**config.mk**
```make
export PLATFORM = sky130hd
export DESIGN_NAME = mem_arbiter_flat
export DESIGN_NICKNAME = d
export VERILOG_FILES = /design/src/rtl/mem_arbiter_if.sv /design/src/rtl/mem_arbiter.sv /design/src/flat_wrapper.sv
export SDC_FILE = /design/constraint.sdc
export NUM_CORES = 1
export LEC_CHECK = 0
export BUFFER_PORTS_ARGS = -buffer_cell sky130_fd_sc_hd__buf_2
export CORE_MARGIN = 2
export CORE_UTILIZATION = 47
export CTS_BUF_LIST = sky130_fd_sc_hd__clkbuf_2
export CTS_CLUSTER_SIZE = 24
export DETAILED_ROUTE_END_ITERATION = 8
export PLACE_DENSITY = 0.83
export SETUP_SLACK_MARGIN = 0.05
export SYNTH_ARGS = -nofsm -noshare
export SYNTH_HDL_FRONTEND = slang
export SYNTH_SLANG_ARGS = --single-unit
```
**constraint.sdc**
```tcl
create_clock -name clk -period 2.3 [get_ports clk]
set_clock_uncertainty 0.15 [all_clocks]
set_input_delay 0.23 -clock clk [delete_from_list [all_inputs] [get_ports clk]]
set_output_delay 0.23 -clock clk [all_outputs]
set_load 0.02 [all_outputs]
```
**src/rtl/mem_arbiter_if.sv**
```systemverilog
`default_nettype none
// ============================================================================
//  Module   : mem_arbiter_if
//  Purpose  : Bundles the two requester ports, the shared read-data/error
//             returns and the single memory port of the two-way memory
//             arbiter.
//  Modports : slave  - the arbiter's view (requests and memory replies in,
//                      grants and memory strobes out)
//             master - the environment's view (requesters plus memory)
//  Revision : 1.0  initial release
// ============================================================================
interface mem_arbiter_if;

   // requester 0 (core data port)
   logic        m0_req;
   logic        m0_we;
   logic [31:0] m0_addr;
   logic [31:0] m0_wdata;
   logic        m0_gnt;
   logic        m0_rvalid;

   // requester 1 (program loader)
   logic        m1_req;
   logic        m1_we;
   logic [31:0] m1_addr;
   logic [31:0] m1_wdata;
   logic        m1_gnt;
   logic        m1_rvalid;

   // shared returns
   logic [31:0] rdata;
   logic        err;

   // memory port
   logic        mem_en;
   logic        mem_we;
   logic [31:0] mem_addr;
   logic [31:0] mem_wdata;
   logic [31:0] mem_rdata;
   logic        mem_ready;

   modport slave (
      input  m0_req, m0_we, m0_addr, m0_wdata,
      input  m1_req, m1_we, m1_addr, m1_wdata,
      output m0_gnt, m0_rvalid, m1_gnt, m1_rvalid,
      output rdata, err,
      output mem_en, mem_we, mem_addr, mem_wdata,
      input  mem_rdata, mem_ready
   );

   modport master (
      output m0_req, m0_we, m0_addr, m0_wdata,
      output m1_req, m1_we, m1_addr, m1_wdata,
      input  m0_gnt, m0_rvalid, m1_gnt, m1_rvalid,
      input  rdata, err,
      input  mem_en, mem_we, mem_addr, mem_wdata,
      output mem_rdata, mem_ready
   );

endinterface
`default_nettype wire

```
**src/rtl/mem_arbiter.sv**
```systemverilog
`default_nettype none
// ============================================================================
//  Module   : mem_arbiter
//  Purpose  : Round-robin arbiter giving two requesters access to a single
//             memory port. One access at a time: IDLE -> BUSY (memory strobe
//             held until mem_ready or timeout) -> DONE (one-cycle grant).
//  Ports    : clk  - system clock, rising edge
//             rst  - synchronous active-high reset
//             bus  - mem_arbiter_if.slave: m0/m1 req/we/addr/wdata in,
//                    m0/m1 gnt/rvalid out, shared rdata/err out,
//                    memory en/we/addr/wdata out, rdata/ready in
//  Params   : TIMEOUT - BUSY cycles allowed before the access is aborted
//                       (2..255)
//  Revision : 1.0  initial release
// ============================================================================
module mem_arbiter #(
   parameter int TIMEOUT = 16
) (
   input  logic               clk,
   input  logic               rst,
   mem_arbiter_if.slave       bus
);

   localparam logic [7:0] TIMEOUT_M1 = 8'(TIMEOUT - 1);

   typedef enum logic [1:0] {
      ST_IDLE = 2'd0,
      ST_BUSY = 2'd1,
      ST_DONE = 2'd2
   } state_t;

   state_t      state_q,      state_d;
   logic        owner_q,      owner_d;       // 0 = m0, 1 = m1
   logic        last_owner_q, last_owner_d;
   logic        we_q,         we_d;
   logic [31:0] addr_q,       addr_d;
   logic [31:0] wdata_q,      wdata_d;
   logic [7:0]  cnt_q,        cnt_d;
   logic [31:0] rdata_q,      rdata_d;
   logic        rd_ok_q,      rd_ok_d;       // access ended as a successful read
   logic        timed_out_q,  timed_out_d;   // access ended by timeout
   logic        win;

   // ------------------------------------------------------------------------
   // Next-state and datapath
   // ------------------------------------------------------------------------
   always_comb begin
      state_d      = state_q;
      owner_d      = owner_q;
      last_owner_d = last_owner_q;
      we_d         = we_q;
      addr_d       = addr_q;
      wdata_d      = wdata_q;
      cnt_d        = cnt_q;
      rdata_d      = rdata_q;
      rd_ok_d      = rd_ok_q;
      timed_out_d  = timed_out_q;
      win          = 1'b0;

      case (state_q)
         ST_IDLE: begin
            if (bus.m0_req || bus.m1_req) begin
               // On contention the requester that did not own the last
               // access wins; otherwise whoever is asking wins.
               if (bus.m0_req && bus.m1_req) begin
                  win = ~last_owner_q;
               end else begin
                  win = bus.m1_req;
               end
               owner_d = win;
               we_d    = win ? bus.m1_we    : bus.m0_we;
               addr_d  = win ? bus.m1_addr  : bus.m0_addr;
               wdata_d = win ? bus.m1_wdata : bus.m0_wdata;
               cnt_d   = 8'd0;
               state_d = ST_BUSY;
            end
         end

         ST_BUSY: begin
            // mem_ready takes priority so a reply in the final allowed
            // cycle still counts as a success.
            if (bus.mem_ready) begin
               state_d      = ST_DONE;
               last_owner_d = owner_q;
               rd_ok_d      = ~we_q;
               timed_out_d  = 1'b0;
               if (!we_q) begin
                  rdata_d = bus.mem_rdata;
               end
            end else if (cnt_q == TIMEOUT_M1) begin
               state_d      = ST_DONE;
               last_owner_d = owner_q;
               rd_ok_d      = 1'b0;
               timed_out_d  = 1'b1;
            end else begin
               cnt_d = cnt_q + 8'd1;
            end
         end

         ST_DONE: begin
            state_d = ST_IDLE;
         end

         default: begin
            state_d = ST_IDLE;
         end
      endcase
   end

   // ------------------------------------------------------------------------
   // State register
   // ------------------------------------------------------------------------
   always_ff @(posedge clk) begin
      if (rst) begin
         state_q      <= ST_IDLE;
         owner_q      <= 1'b0;
         last_owner_q <= 1'b1;      // m0 wins the first contention
         we_q         <= 1'b0;
         addr_q       <= 32'd0;
         wdata_q      <= 32'd0;
         cnt_q        <= 8'd0;
         rdata_q      <= 32'd0;
         rd_ok_q      <= 1'b0;
         timed_out_q  <= 1'b0;
      end else begin
         state_q      <= state_d;
         owner_q      <= owner_d;
         last_owner_q <= last_owner_d;
         we_q         <= we_d;
         addr_q       <= addr_d;
         wdata_q      <= wdata_d;
         cnt_q        <= cnt_d;
         rdata_q      <= rdata_d;
         rd_ok_q      <= rd_ok_d;
         timed_out_q  <= timed_out_d;
      end
   end

   // ------------------------------------------------------------------------
   // Outputs: decoded from the state so that every pulse vanishes the cycle
   // after a reset, and the memory side is forced to zero outside BUSY.
   // ------------------------------------------------------------------------
   logic is_busy;
   logic is_done;

   assign is_busy = (state_q == ST_BUSY);
   assign is_done = (state_q == ST_DONE);

   assign bus.mem_en    = is_busy;
   assign bus.mem_we    = is_busy & we_q;
   assign bus.mem_addr  = is_busy ? addr_q  : 32'd0;
   assign bus.mem_wdata = is_busy ? wdata_q : 32'd0;

   assign bus.m0_gnt    = is_done & ~owner_q;
   assign bus.m1_gnt    = is_done &  owner_q;
   assign bus.m0_rvalid = is_done & ~owner_q & rd_ok_q;
   assign bus.m1_rvalid = is_done &  owner_q & rd_ok_q;
   assign bus.err       = is_done & timed_out_q;
   assign bus.rdata     = rdata_q;

endmodule
`default_nettype wire

```
**src/flat_wrapper.sv**
```systemverilog
// flat-port wrapper written by rule: the top's interface ports become plain ports
module mem_arbiter_flat 
#(
   parameter int TIMEOUT = 16
)
  (clk, rst, bus_m0_req, bus_m0_we, bus_m0_addr, bus_m0_wdata, bus_m1_req, bus_m1_we, bus_m1_addr, bus_m1_wdata, bus_m0_gnt, bus_m0_rvalid, bus_m1_gnt, bus_m1_rvalid, bus_rdata, bus_err, bus_mem_en, bus_mem_we, bus_mem_addr, bus_mem_wdata, bus_mem_rdata, bus_mem_ready);
  mem_arbiter_if bus_i ();
  input  logic clk;
  input  logic rst;
  input wire logic [$bits(bus_i.m0_req)-1:0] bus_m0_req;
  input wire logic [$bits(bus_i.m0_we)-1:0] bus_m0_we;
  input wire logic [$bits(bus_i.m0_addr)-1:0] bus_m0_addr;
  input wire logic [$bits(bus_i.m0_wdata)-1:0] bus_m0_wdata;
  input wire logic [$bits(bus_i.m1_req)-1:0] bus_m1_req;
  input wire logic [$bits(bus_i.m1_we)-1:0] bus_m1_we;
  input wire logic [$bits(bus_i.m1_addr)-1:0] bus_m1_addr;
  input wire logic [$bits(bus_i.m1_wdata)-1:0] bus_m1_wdata;
  output wire logic [$bits(bus_i.m0_gnt)-1:0] bus_m0_gnt;
  output wire logic [$bits(bus_i.m0_rvalid)-1:0] bus_m0_rvalid;
  output wire logic [$bits(bus_i.m1_gnt)-1:0] bus_m1_gnt;
  output wire logic [$bits(bus_i.m1_rvalid)-1:0] bus_m1_rvalid;
  output wire logic [$bits(bus_i.rdata)-1:0] bus_rdata;
  output wire logic [$bits(bus_i.err)-1:0] bus_err;
  output wire logic [$bits(bus_i.mem_en)-1:0] bus_mem_en;
  output wire logic [$bits(bus_i.mem_we)-1:0] bus_mem_we;
  output wire logic [$bits(bus_i.mem_addr)-1:0] bus_mem_addr;
  output wire logic [$bits(bus_i.mem_wdata)-1:0] bus_mem_wdata;
  input wire logic [$bits(bus_i.mem_rdata)-1:0] bus_mem_rdata;
  input wire logic [$bits(bus_i.mem_ready)-1:0] bus_mem_ready;
  assign bus_i.m0_req = bus_m0_req;
  assign bus_i.m0_we = bus_m0_we;
  assign bus_i.m0_addr = bus_m0_addr;
  assign bus_i.m0_wdata = bus_m0_wdata;
  assign bus_i.m1_req = bus_m1_req;
  assign bus_i.m1_we = bus_m1_we;
  assign bus_i.m1_addr = bus_m1_addr;
  assign bus_i.m1_wdata = bus_m1_wdata;
  assign bus_m0_gnt = bus_i.m0_gnt;
  assign bus_m0_rvalid = bus_i.m0_rvalid;
  assign bus_m1_gnt = bus_i.m1_gnt;
  assign bus_m1_rvalid = bus_i.m1_rvalid;
  assign bus_rdata = bus_i.rdata;
  assign bus_err = bus_i.err;
  assign bus_mem_en = bus_i.mem_en;
  assign bus_mem_we = bus_i.mem_we;
  assign bus_mem_addr = bus_i.mem_addr;
  assign bus_mem_wdata = bus_i.mem_wdata;
  assign bus_i.mem_rdata = bus_mem_rdata;
  assign bus_i.mem_ready = bus_mem_ready;
  mem_arbiter #(.TIMEOUT(TIMEOUT)) u_core (.clk(clk), .rst(rst), .bus(bus_i));
endmodule
```
==> metrics.yaml, run 1 <==
run_status:
  outcome: "finished clean"
worst_setup_path:
  path_cells: "or4_4, nor2_1, a21oi_1, a211oi_1, dlygate4sd3_1"
  r2r_end: "u_core.timed_out_q$_SDFFE_PP0P_"
  rr_worst_depth: 5
  cp_max_fo: 7
  slowest_delay_ns: 0.57
  end_kind: "register"
  cp_num_cells: 5
  crit_path_top_delay_cell: "dlygate4sd3_1"
  required_ns: 2.68
  crit_arrival_ns: 2.56
  rrSetupSlack_ns: 0.12
  path_buf_inv: 1
  crit_start: "u_core.cnt_q[4]$_SDFFE_PP0P_"
  critPathLaunchType: "register"
  cp_top_family: "simple AND/OR/NAND/NOR gates"
  reg2reg_from: "u_core.cnt_q[4]$_SDFFE_PP0P_"
  path_class: "register to register"
  endpoint: "u_core.timed_out_q$_SDFFE_PP0P_"
die:
  die_area_um2: 11730
  ioPinCount: 270
  fp.dieH_um: 108.3
  initial_core_util_pct: 47.60
  num_rows: 38
  die_w_um: 108.3
  core_area_um2: 10750
job:
  drv_cap: 0
synth:
  synthCells: 584
  ys_async_sr_fraction_pct: 0
  ys_seq_area_share_pct: 43.44
  synth_area_per_cell_um2: 8.758
  synth_nets: 752
  synth_edf_count: 0
  netlist.area_leader.share_pct: 43.44
  yosysMostFrequentCell: "dfxtp_1"
  synth_area_leaders: "dfxtp_1 43%, mux2i_1 13%, a211oi_1 9.7%"
  ys_ff_latch: 111
  yosys.area.top_type: "dfxtp_1"
  synth_ff_type: "dfxtp_1"
  yosys.area_share.simple_pct: 21.87
  synth_mux_area_share_pct: 13.31
  synth_area_um2: 5115
  synth-adder-area-share_pct: 0.2446
  synth-xor-area-share_pct: 0
  synth_top_family_by_area: "simple AND/OR/NAND/NOR gates"
  synth_common_cells: "111 x dfxtp_1, 74 x nor2_1, 68 x and2_1, 68 x mux2i_1"
  synth_cell_types: 39
  synth-compound-area-share_pct: 16.00
  ys_warn_count: 0
grt:
  grt_pass1_wl_um: 28300
  gr-total-overflow: 0
  grt_usage_pct: 30.71
  grt_pass1_vias: 6048
  antenna_found_initial: 0
  grt_max_degree: 131
layout:
  syn2layout_area_growth_pct: 64.38
  layout-drive-gt1-share_pct: 31.33
  post-route-util_pct: 78.25
  final_area_um2: 8408
  nNetsFinal: 1163
  num_antenna_cells: 0
placed_design:
  hpwlAfterDp_um: 9187
  io_buffer_count: 269
  place_area_um2: 6521
  gp_congestion: 0.8266
detailed_routing:
  wl_um: 19010
  vias_per_cell: 5.277
  dr.pass1.iters: 6
  remaining_drc_errors: 0
  avgRoutedWirePerCell_um: 16.69
  drtIter0Drc: 411
  drtAntennaViolNets: 0
  vias: 6010
sta:
  holdWs_ns: 0.2767
  setup_viol: 0
  tns_ns: 0
  hold_viol_final: 0
  min_period_over_period_pct: 94.83
  slew_violations: 0
  rsz0062_at_grt: "yes"
  period_needed_ns: 2.181
  worst_pin_slew_ns: 0.5396
  slew_headroom_pct: 64.03
  fmax_mhz: 458.5
clock_network:
  cts_max_level: 3
  numCtsBuffers: 9
  cts_tree: "done"
  clock-root-buffer: "clkbuf_2"
  cts_buffer_depth: 2
  cts_sinks: 111
  clk_pin_slew_ns: 0.29
  clk_latency_ns: 0.55
worst_hold_path:
  hold_class: "input port to register"
power:
  leakagePower_nw: 3.861
  ir_drop_v: 0.0003162
  power_density_nw_per_um2: 527.3
-- cells in the final DEF, fill, tap and decap left out, drive strengths merged, types with 2 or more instances in the layout --
| cell | Yosys | final |
|---|---|---|
| nand3 | 7 | 7 |
| o211ai | 3 | 3 |
| nor3b | 2 | 2 |
| or4 | 2 | 2 |
| clkinvlp | 0 | 2 |
| o21ai | 3 | 3 |
| dlygate4sd3 | 0 | 168 |
| inv | 1 | 4 |
| and2 | 68 | 68 |
| buf | 22 | 280 |
| clkbuf | 27 | 10 |
| a211oi | 66 | 66 |
| nand2b | 4 | 4 |
| nor2b | 3 | 3 |
| nor2 | 74 | 74 |
| nand2 | 66 | 66 |
| a21oi | 38 | 38 |
| o21a | 2 | 2 |
| o32ai | 2 | 2 |
| dfxtp | 111 | 111 |
| mux2i | 68 | 68 |
| a31oi | 2 | 2 |
-- flip-flops by register name, summed over array words and instances, names as in the netlist --
signal / cells
u_core.bus.rdata: 32
u_core.timed_out_q: 1
u_core.wdata_q: 32
u_core.addr_q: 32
u_core.last_owner_q: 1
u_core.cnt_q: 8
u_core.state_q: 2
u_core.rd_ok_q: 1
u_core.we_q: 1
u_core.owner_q: 1
-- final cells by class --
class | count | area (um2)
Sequential cell | 111 | 2227
Multi-Input combinational cell | 422 | 2663
Clock buffer | 9 | 45.04
Fill cell | 625 | 2337
Tap cell | 140 | 175.2
Clock inverter | 6 | 67.56
Timing Repair Buffer | 449 | 3221
Inverter | 2 | 10.01
-- worst min-delay path, delay by kind of cell --
kind / cells / cell delay [ns]
buffers and inverters: 2 / 0.65
AND/OR/NAND/NOR: 1 / 0.05
AO/OA/AOI/OAI: 1 / 0.05
-- power breakdown --
| part | switching [mW] | leakage [nW] | internal (mW) |
|---|---|---|---|
| registers | 0.102 | 0.916 | 2.10 |
| clock network | 0.648 | 0.0648 | 0.251 |
| logic | 0.672 | 2.88 | 0.664 |
-- kinds of logic after synthesis --
family,Yosys count
AND/OR/NAND/NOR,232
AO/OA/AOI/OAI,121
flip-flops,111
multiplexers,68
buffers and inverters,51
adder cells (fa/ha/maj),1
-- layer usage --
| metal | track usage [%] | part of all wire (%) | vias up |
|---|---|---|---|
| met4 | 17.12 | 4.6 | 0 |
| met2 | 55.80 | 50 | 346 |
| met3 | 7.896 | 7.9 | 77 |
| met5 | 0 | 0 | - |
| met1 | 32.11 | 37 | 2747 |
| li1 | - | - | 2840 |
-- stage by stage --
stage / instances / setup slack (ns) / power [mW]
5_1_grt: 1139 / 0.03749 / 4.628
3_3_place_gp: 954 / 0.5249 / 3.149
4_1_cts: 1138 / 0.05517 / 4.323
6_report: 1139 / 0.1189 / 4.434
3_5_place_dp: 954 / 0.4581 / 3.167
2_1_floorplan: 584 / 0.6131 / 2.830
-- how the worst min path moves through the flow --
stage	cells after the start	end	startpoint	slack, ns
final	4	u_core.bus.rdata[30]$_SDFFE_PP0P_	bus_mem_rdata[30]	0.28
after global routing	4	u_core.bus.rdata[7]$_SDFFE_PP0P_	bus_mem_rdata[7]	0.21
after CTS	4	u_core.bus.rdata[24]$_SDFFE_PP0P_	bus_mem_rdata[24]	0.21
after detailed placement	2	u_core.bus.rdata[11]$_SDFFE_PP0P_	u_core.bus.rdata[11]$_SDFFE_PP0P_	0.29
after global placement	2	u_core.bus.rdata[16]$_SDFFE_PP0P_	u_core.bus.rdata[16]$_SDFFE_PP0P_	0.29
after floorplan	2	u_core.bus.rdata[0]$_SDFFE_PP0P_	bus_mem_rdata[0]	0.22
-- timing repair --
action | CTS | global route
setup buffers | 1 | 0
cloned | 0 | 1
hold endpoints to repair | 111 | 0
setup endpoints to repair | 66 | 93
resized for setup | 6 | 16
hold buffers | 168 | 0
pin swaps | 0 | 0
(Power assumes the default switching activity.)
==> run 2: changes to the inputs <==
--- a/config.mk
+++ b/config.mk
@@ -5,13 +5,16 @@
 export SDC_FILE = /design/constraint.sdc
 export NUM_CORES = 1
 export LEC_CHECK = 0
-export BUFFER_PORTS_ARGS = -buffer_cell sky130_fd_sc_hd__buf_2
+export CELL_PAD_IN_SITES_DETAIL_PLACEMENT = 1
+export CELL_PAD_IN_SITES_GLOBAL_PLACEMENT = 2
+export CORE_ASPECT_RATIO = 0.7
 export CORE_MARGIN = 2
-export CORE_UTILIZATION = 47
+export CORE_UTILIZATION = 36
 export CTS_BUF_LIST = sky130_fd_sc_hd__clkbuf_2
 export CTS_CLUSTER_SIZE = 24
 export DETAILED_ROUTE_END_ITERATION = 8
-export PLACE_DENSITY = 0.83
+export DONT_BUFFER_PORTS = 1
+export PLACE_DENSITY = 0.82
 export SETUP_SLACK_MARGIN = 0.05
 export SYNTH_ARGS = -nofsm -noshare
 export SYNTH_HDL_FRONTEND = slang
==> run 2 against run 1 <==
The flow now stops in clock tree synthesis (4_1_cts). Area after synthesis unchanged. Synthesized cell count stayed put.
==> metrics.yaml, run 2 <==
synth:
  ys_ff_latch: 111  # unchanged
  yosys.area.top_type: "dfxtp_1"
  synth_area_um2: 5115  # unchanged
  synth_common_cells: "111 x dfxtp_1, 74 x nor2_1, 68 x and2_1, 68 x mux2i_1"
  netlist.area_leader.share_pct: 43.44  # unchanged
  yosysMostFrequentCell: "dfxtp_1"
  synthCells: 584  # unchanged
  ys_warn_count: 0  # unchanged
  synth_area_per_cell_um2: 8.758  # unchanged
  ys_seq_area_share_pct: 43.44  # unchanged
  synth_edf_count: 0  # unchanged
  synth_nets: 752  # unchanged
  ys_async_sr_fraction_pct: 0  # unchanged
  synth_ff_type: "dfxtp_1"
  synth_cell_types: 39  # unchanged
  synth_area_leaders: "dfxtp_1 43%, mux2i_1 13%, a211oi_1 9.7%"
clock_network:
  cts_buffer_depth: 2  # unchanged
  post-cts-setup-buffers: 1  # unchanged
  ctsHoldBuffers: 151  # -10%
  numCtsBuffers: 9  # unchanged
  cts_sinks: 111  # unchanged
  cts_resized: 57  # +51
  cts_max_level: 3  # unchanged
  clock-root-buffer: "clkbuf_2"
die:
  num_rows: 36  # -5.3%
  fp.dieH_um: 103.7  # -4.2%
  initial_core_util_pct: 36.75  # -11 points
  die_w_um: 146.5  # +35%
  ioPinCount: 270  # unchanged
run_status:
  stop_error: "[ERROR RSZ-0060] Max buffer count reached."
  haltStage: "clock tree synthesis (4_1_cts)"
  outcome: "did not finish"
placed_design:
  place_area_um2: 5255  # -19%
  io_buffer_count: 0  # -100%
  hpwlAfterDp_um: 9607  # +4.6%
  gp_congestion: 0.7364  # -11%
## run 2: cell counts after synthesis
Identical to the previous run, type by type.
## run 2: logic make-up after synthesis
kind of cell,share of synthesized area [%]
buffers and inverters,5.137
DFF,43.44
muxes,13.31
adders and majority gates,0.2446
AOI/OAI and AO/OA,16.00
and+or+nand+nor,21.87
## run 2: metrics by stage
stage	hold slack [ns]	util, %	worst slack (ns)	instances
floorplan	0.2160	-	0.6131	584
global placement	0.1624	37.76	0.4915	736
detailed placement	0.1652	37.76	0.4224	736
==> run 3: changes to the inputs <==
==> config.mk (replaced) <==
export PLATFORM = sky130hd
export DESIGN_NAME = mem_arbiter_flat
export DESIGN_NICKNAME = d
export VERILOG_FILES = /design/src/rtl/mem_arbiter_if.sv /design/src/rtl/mem_arbiter.sv /design/src/flat_wrapper.sv
export SDC_FILE = /design/constraint.sdc
export NUM_CORES = 1
export LEC_CHECK = 0
export CORE_MARGIN = 2
export CORE_UTILIZATION = 40
export DETAILED_ROUTE_END_ITERATION = 8
export DONT_BUFFER_PORTS = 1
export PLACE_DENSITY_LB_ADDON = 0.15
export SYNTH_ARGS = -nofsm -noshare
export SYNTH_HDL_FRONTEND = slang
export SYNTH_SLANG_ARGS = --single-unit
==> run 3 against run 2 <==
The flow now finishes, with violations (hold timing).
==> metrics.yaml, run 3 (synthesis results as in run 1) <==
run_status:
  outcome: "complete, but fails checks"
  violations: "hold timing"
worst_setup_path:
  required_ns: 2.44
  critPathLaunchType: "register"
  rrSetupSlack_ns: 0.14
  crit_start: "u_core.last_owner_q$_SDFFE_PP1P_"
  crit_arrival_ns: 2.30
  end_kind: "register"
  reg2reg_from: "u_core.last_owner_q$_SDFFE_PP1P_"
  endpoint: "u_core.wdata_q[18]$_SDFFE_PP0P_"
  rr_worst_depth: 5
  cp_max_fo: 66
  path_class: "register to register"
  r2r_end: "u_core.wdata_q[18]$_SDFFE_PP0P_"
grt:
  grt_pass1_wl_um: 20050
  antenna_found_initial: 0
  gr-total-overflow: 0
  grt_max_degree: 97
  grt_usage_pct: 18.80
  grt_pass1_vias: 4131
detailed_routing:
  wl_um: 13520
  drtAntennaViolNets: 0
  wl_met1_um: 5476
  remaining_drc_errors: 0
  wl_met3_um: 914
  drtIter0Drc: 151
  vias_per_cell: 5.181
  top_layer: "met4"
  dr.pass1.iters: 4
  vias: 4378
  avgRoutedWirePerCell_um: 16.00
  dr_wl_met2_um: 6911
clock_network:
  clk_latency_ns: 0.35
  cts_sinks: 111  # unchanged
  cts_max_level: 3  # unchanged
  cts_tree: "done"
  clock-root-buffer: "clkbuf_16"
  cts_buffer_depth: 2  # unchanged
  numCtsBuffers: 9  # unchanged
  clk_pin_slew_ns: 0.07
worst_hold_path:
  hold_class: "input port to register"
  hold-path-cell-count: 2
  min_from: "bus_m1_addr[28]"
placed_design:
  place_ws_ns: 0.4674  # +0.04498 ns
  place_area_um2: 5223  # -0.62%
  io_buffer_count: 0  # unchanged
  hpwlAfterDp_um: 8277  # -14%
  gp_congestion: 0.7548  # +2.5%
power:
  finalPower_mw: 4.702
  ir_drop_v: 0.0003455
  power_density_nw_per_um2: 702.1
  leakagePower_nw: 2.518
die:
  num_rows: 41  # +14%
  die_area_um2: 13710
  core_area_um2: 12570
  ioPinCount: 270  # unchanged
  initial_core_util_pct: 40.70  # +3.9 points
  fp.dieH_um: 117.1  # +13%
  die_w_um: 117.1  # -20%
sta:
  period_needed_ns: 2.161
  slew_headroom_pct: 65.55
  worst_pin_slew_ns: 0.5168
  fin_ws_ns: 0.1392
  hold_viol_final: 1
  holdWs_ns: -0.006898
  slew_violations: 0
  min_period_over_period_pct: 93.95
  rsz0062_at_grt: "yes"
  fmax_mhz: 462.8
  setup_viol: 0
layout:
  final_area_um2: 6698
  layout-drive-gt1-share_pct: 5.646
  syn2layout_area_growth_pct: 30.94
  final_cell_mix: "112 x dlygate4sd3_1, 111 x dfxtp_1, 74 x nor2_1"
  nNetsFinal: 837
  layout_commonest_cell: "dlygate4sd3_1"
  nFillCells: 1141
  multiInputGateArea_um2: 2655
  seq_area_um2: 2222
  post-route-util_pct: 53.29
  num_antenna_cells: 0
job:
  drv_cap: 0
[run 3: timing repair]
| action | CTS | global route |
|---|---|---|
| resized for setup | 0 | 5 |
| endpoints found under the setup margin | 0 | 20 |
| endpoints found under the hold margin | 111 | 3 |
| buffers inserted | 0 | 2 |
| hold buffers | 109 | 4 |
[run 3: worst min-delay path by stage]
stage	end	slack, ns
3_3_place_gp	u_core.cnt_q[2]$_SDFFE_PP0P_	0.16
6_report	u_core.addr_q[28]$_SDFFE_PP0P_	-0.007
5_1_grt	u_core.addr_q[1]$_SDFFE_PP0P_	0.002
3_5_place_dp	u_core.bus.rdata[28]$_SDFFE_PP0P_	0.17
4_1_cts	u_core.addr_q[0]$_SDFFE_PP0P_	0.001
2_1_floorplan	u_core.bus.rdata[0]$_SDFFE_PP0P_	0.22
[run 3: routing by layer]
layer / track usage [%] / vias up
met5: 0 / -
met4: 6.196 / 0
met3: 5.098 / 17
met2: 34.22 / 170
met1: 21.27 / 1990
li1: - / 2201
[run 3: cell type report]
cell class	instances	share of cell area, %
clock buffers	10	3.568
clock inverters	5	0.8780
inverters	2	0.1494
multi-input cells	422	39.64
flip-flops and latches	111	33.18
well taps	172	3.213
repair buffers	123	19.37
[run 3: worst max-delay path, stage by stage (launching register included)]
cell,delay [ns]
dfxtp_1,0.34
a21boi_4,0.15
buf_12,0.34
mux2i_1,0.15
a211oi_1,0.26
dlygate4sd3_1,0.59
[run 3: stage by stage]
step	instances	TNS, ns
3_5_place_dp	715	0
5_1_grt	845	-0.08012
4_1_cts	839	0
6_report	845	0
3_3_place_gp	715	0
2_1_floorplan	584	0
[run 3: where the power goes]
group | switching [mW] | leakage (nW) | internal (mW) | total (mW)
Sequential | 0.121 | 0.914 | 2.09 | 2.21
Combinational | 0.493 | 1.46 | 0.436 | 0.928
Clock | 0.696 | 0.141 | 0.868 | 1.56
==> run 4: changes to the inputs <==
--- a/config.mk
+++ b/config.mk
@@ -10,6 +10,7 @@
 export DETAILED_ROUTE_END_ITERATION = 8
 export DONT_BUFFER_PORTS = 1
 export PLACE_DENSITY_LB_ADDON = 0.15
+export RECOVER_POWER = 50
 export SYNTH_ARGS = -nofsm -noshare
 export SYNTH_HDL_FRONTEND = slang
 export SYNTH_SLANG_ARGS = --single-unit
==> constraint.sdc (replaced) <==
create_clock -name clk -period 1.97 [get_ports clk]
set_clock_uncertainty 0.15 [all_clocks]
set_input_delay 0.197 -clock clk [delete_from_list [all_inputs] [get_ports clk]]
set_output_delay 0.197 -clock clk [all_outputs]
set_load 0.02 [all_outputs]
==> run 4 against run 3 <==
The flow still finishes with violations (hold timing). Sequential cell count stayed put. Combinational power fell by 7.5%. Hold slack got worse by 0.22 ns. Total power is 8.9% higher. Final cell count shrank 12%. Wire length down 9.7%. Non-clock buffer count down 105. Critical endpoint is now u_core.cnt_q[7]$_SDFFE_PP0P_. Largest power group unchanged. Highest routed layer unchanged.
==> metrics.yaml, run 4 (synthesis results as in run 1) <==
run_status:
  outcome: "complete, but fails checks"
  violations: "hold timing"
worst_setup_path:
  required_ns: 2.09  # -0.35 ns
  critPathLaunchType: "input port"
  end_kind: "register"
  crit_arrival_ns: 2.01  # -0.29 ns
  path_class: "input port to register"
  cp_max_fo: 11  # -83%
sta:
  worst_pin_slew_ns: 0.4474  # -0.06931 ns
  slew_violations: 0  # unchanged
  rsz0062_at_grt: "no"
  hold_viol_final: 108  # +107
  holdWs_ns: -0.2285  # -0.2216 ns
  tns_ns: 0  # unchanged
  slew_headroom_pct: 70.17  # +4.6 points
  setup_viol: 0  # unchanged
  fin_ws_ns: 0.08158  # -0.05763 ns
  period_needed_ns: 1.888
  fmax_mhz: 529.5
  min_period_over_period_pct: 95.86
detailed_routing:
  dr.pass1.iters: 5  # +1
  vias_per_cell: 5.310  # +2.5%
  wl_um: 12210  # -9.7%
  vias: 3935  # -10%
  drtAntennaViolNets: 0  # unchanged
  remaining_drc_errors: 0  # unchanged
  drtIter0Drc: 130  # -14%
  avgRoutedWirePerCell_um: 16.47  # +3.0%
layout:
  num_antenna_cells: 0  # unchanged
  layout_commonest_cell: "dfxtp_1"
  post-route-util_pct: 45.35  # -7.9 points
  final_cell_mix: "111 x dfxtp_1, 73 x nor2_1, 68 x mux2i_1"
  syn2layout_area_growth_pct: 11.42
  fin_cells: 741  # -12%
  final_area_um2: 5699  # -15%
  layout-drive-gt1-share_pct: 18.80  # +13 points
  nNetsFinal: 732  # -13%
grt:
  grt_usage_pct: 16.33  # -2.5 points
  gr-total-overflow: 0  # unchanged
  antenna_found_initial: 0  # unchanged
  grt_pass1_vias: 3627  # -12%
  grt_pass1_wl_um: 17240  # -14%
  grt_max_degree: 117  # +21%
power:
  intPower_mw: 3.678  # +8.4%
  p_sw_mw: 1.442  # +10%
  leakagePower_nw: 2.089  # -17%
  power_density_nw_per_um2: 898.4  # +28%
  clkPwrFrac_pct: 33.0  # -0.3 points
  p_comb_share_pct: 16.8  # -2.9 points
  p_sw_share_pct: 28.16  # +0.31 points
  p_seq_share_pct: 50.2  # +3.2 points
  ir_drop_v: 0.0003592  # +4.0%
  finalPower_mw: 5.120  # +8.9%
die:
  num_rows: 41  # unchanged
  ioPinCount: 270  # unchanged
  die_area_um2: 13710  # unchanged
  initial_core_util_pct: 40.70  # unchanged
  die_w_um: 117.1  # unchanged
  fp.dieH_um: 117.1  # unchanged
  core_area_um2: 12570  # unchanged
placed_design:
  place_area_um2: 5245  # +0.43%
  place_ws_ns: 0.1624  # -0.3050 ns
  dp_cells: 718  # +0.42%
  hpwlAfterDp_um: 8209  # -0.82%
  io_buffer_count: 0  # unchanged
  gp_congestion: 0.7655  # +1.4%
clock_network:
  cts_max_level: 3  # unchanged
  clock-root-buffer: "clkbuf_16"
  numCtsBuffers: 9  # unchanged
  clk_pin_slew_ns: 0.07  # about the same
  cts_buffer_depth: 2  # unchanged
  ctsHoldBuffers: 5  # -95%
  clk_latency_ns: 0.35  # about the same
  cts_tree: "done"
  cts_sinks: 111  # unchanged
worst_hold_path:
  hold_class: "input port to register"
job:
  drv_cap: 0  # unchanged
==> run 4: cell type report <==
type | count | area [um2]
tap | 172 | 215.2
fill | 1226 | 6869
inverter | 2 | 10.01
timing repair buffer | 18 | 240.2
multi-input combinational | 422 | 2735
clock buffer | 11 | 242.7
sequential | 111 | 2222
clock inverter | 5 | 33.78
==> run 4: path summary, 6_finish.rpt <==
path                                       start                               to  slack [ns]  depth (start not counted)
setup / recovery                   bus_mem_ready     u_core.cnt_q[7]$_SDFFE_PP0P_        0.08                          5
hold / removal                               rst  u_core.wdata_q[18]$_SDFFE_PP0P_       -0.23                          1
setup reg to reg    u_core.cnt_q[4]$_SDFFE_PP0P_     u_core.cnt_q[7]$_SDFFE_PP0P_        0.13                          4
hold reg to reg   u_core.addr_q[11]$_SDFFE_PP0P_   u_core.addr_q[11]$_SDFFE_PP0P_        0.34                          2
==> run 4: per-layer routing <==
metal	vias to the layer above	global-route usage [%]	wire length (um)
met5	-	0	0
met4	0	8.000	233
met3	14	4.274	884
met2	161	29.06	6030
met1	1776	18.07	5058
li1	1984	-	-
==> run 4: what timing repair did <==
item / in CTS / in global routing
setup endpoints to repair: 45 / 68
resized for setup: 45 / 26
endpoints found under the hold margin: 111 / 108
buffers inserted: 0 / 0
cloned: 0 / 2
==> run 4: worst max-delay path, cell delays in order <==
cell and delay [ns]:
dlygate4sd3_1 0.66, nor3b_2 0.26, o21ai_2 0.19, or4_1 0.52
a31oi_1 0.18
==> run 4: power by group through the flow <==
stage | sequential, mW | clock, mW | combinational [mW]
after floorplan | 2.59 | 0 | 0.714
after global placement | 2.62 | 0 | 0.807
after detailed placement | 2.62 | 0 | 0.823
after CTS | 2.57 | 1.76 | 0.845
after global routing | 2.60 | 1.86 | 0.951
final | 2.57 | 1.69 | 0.858
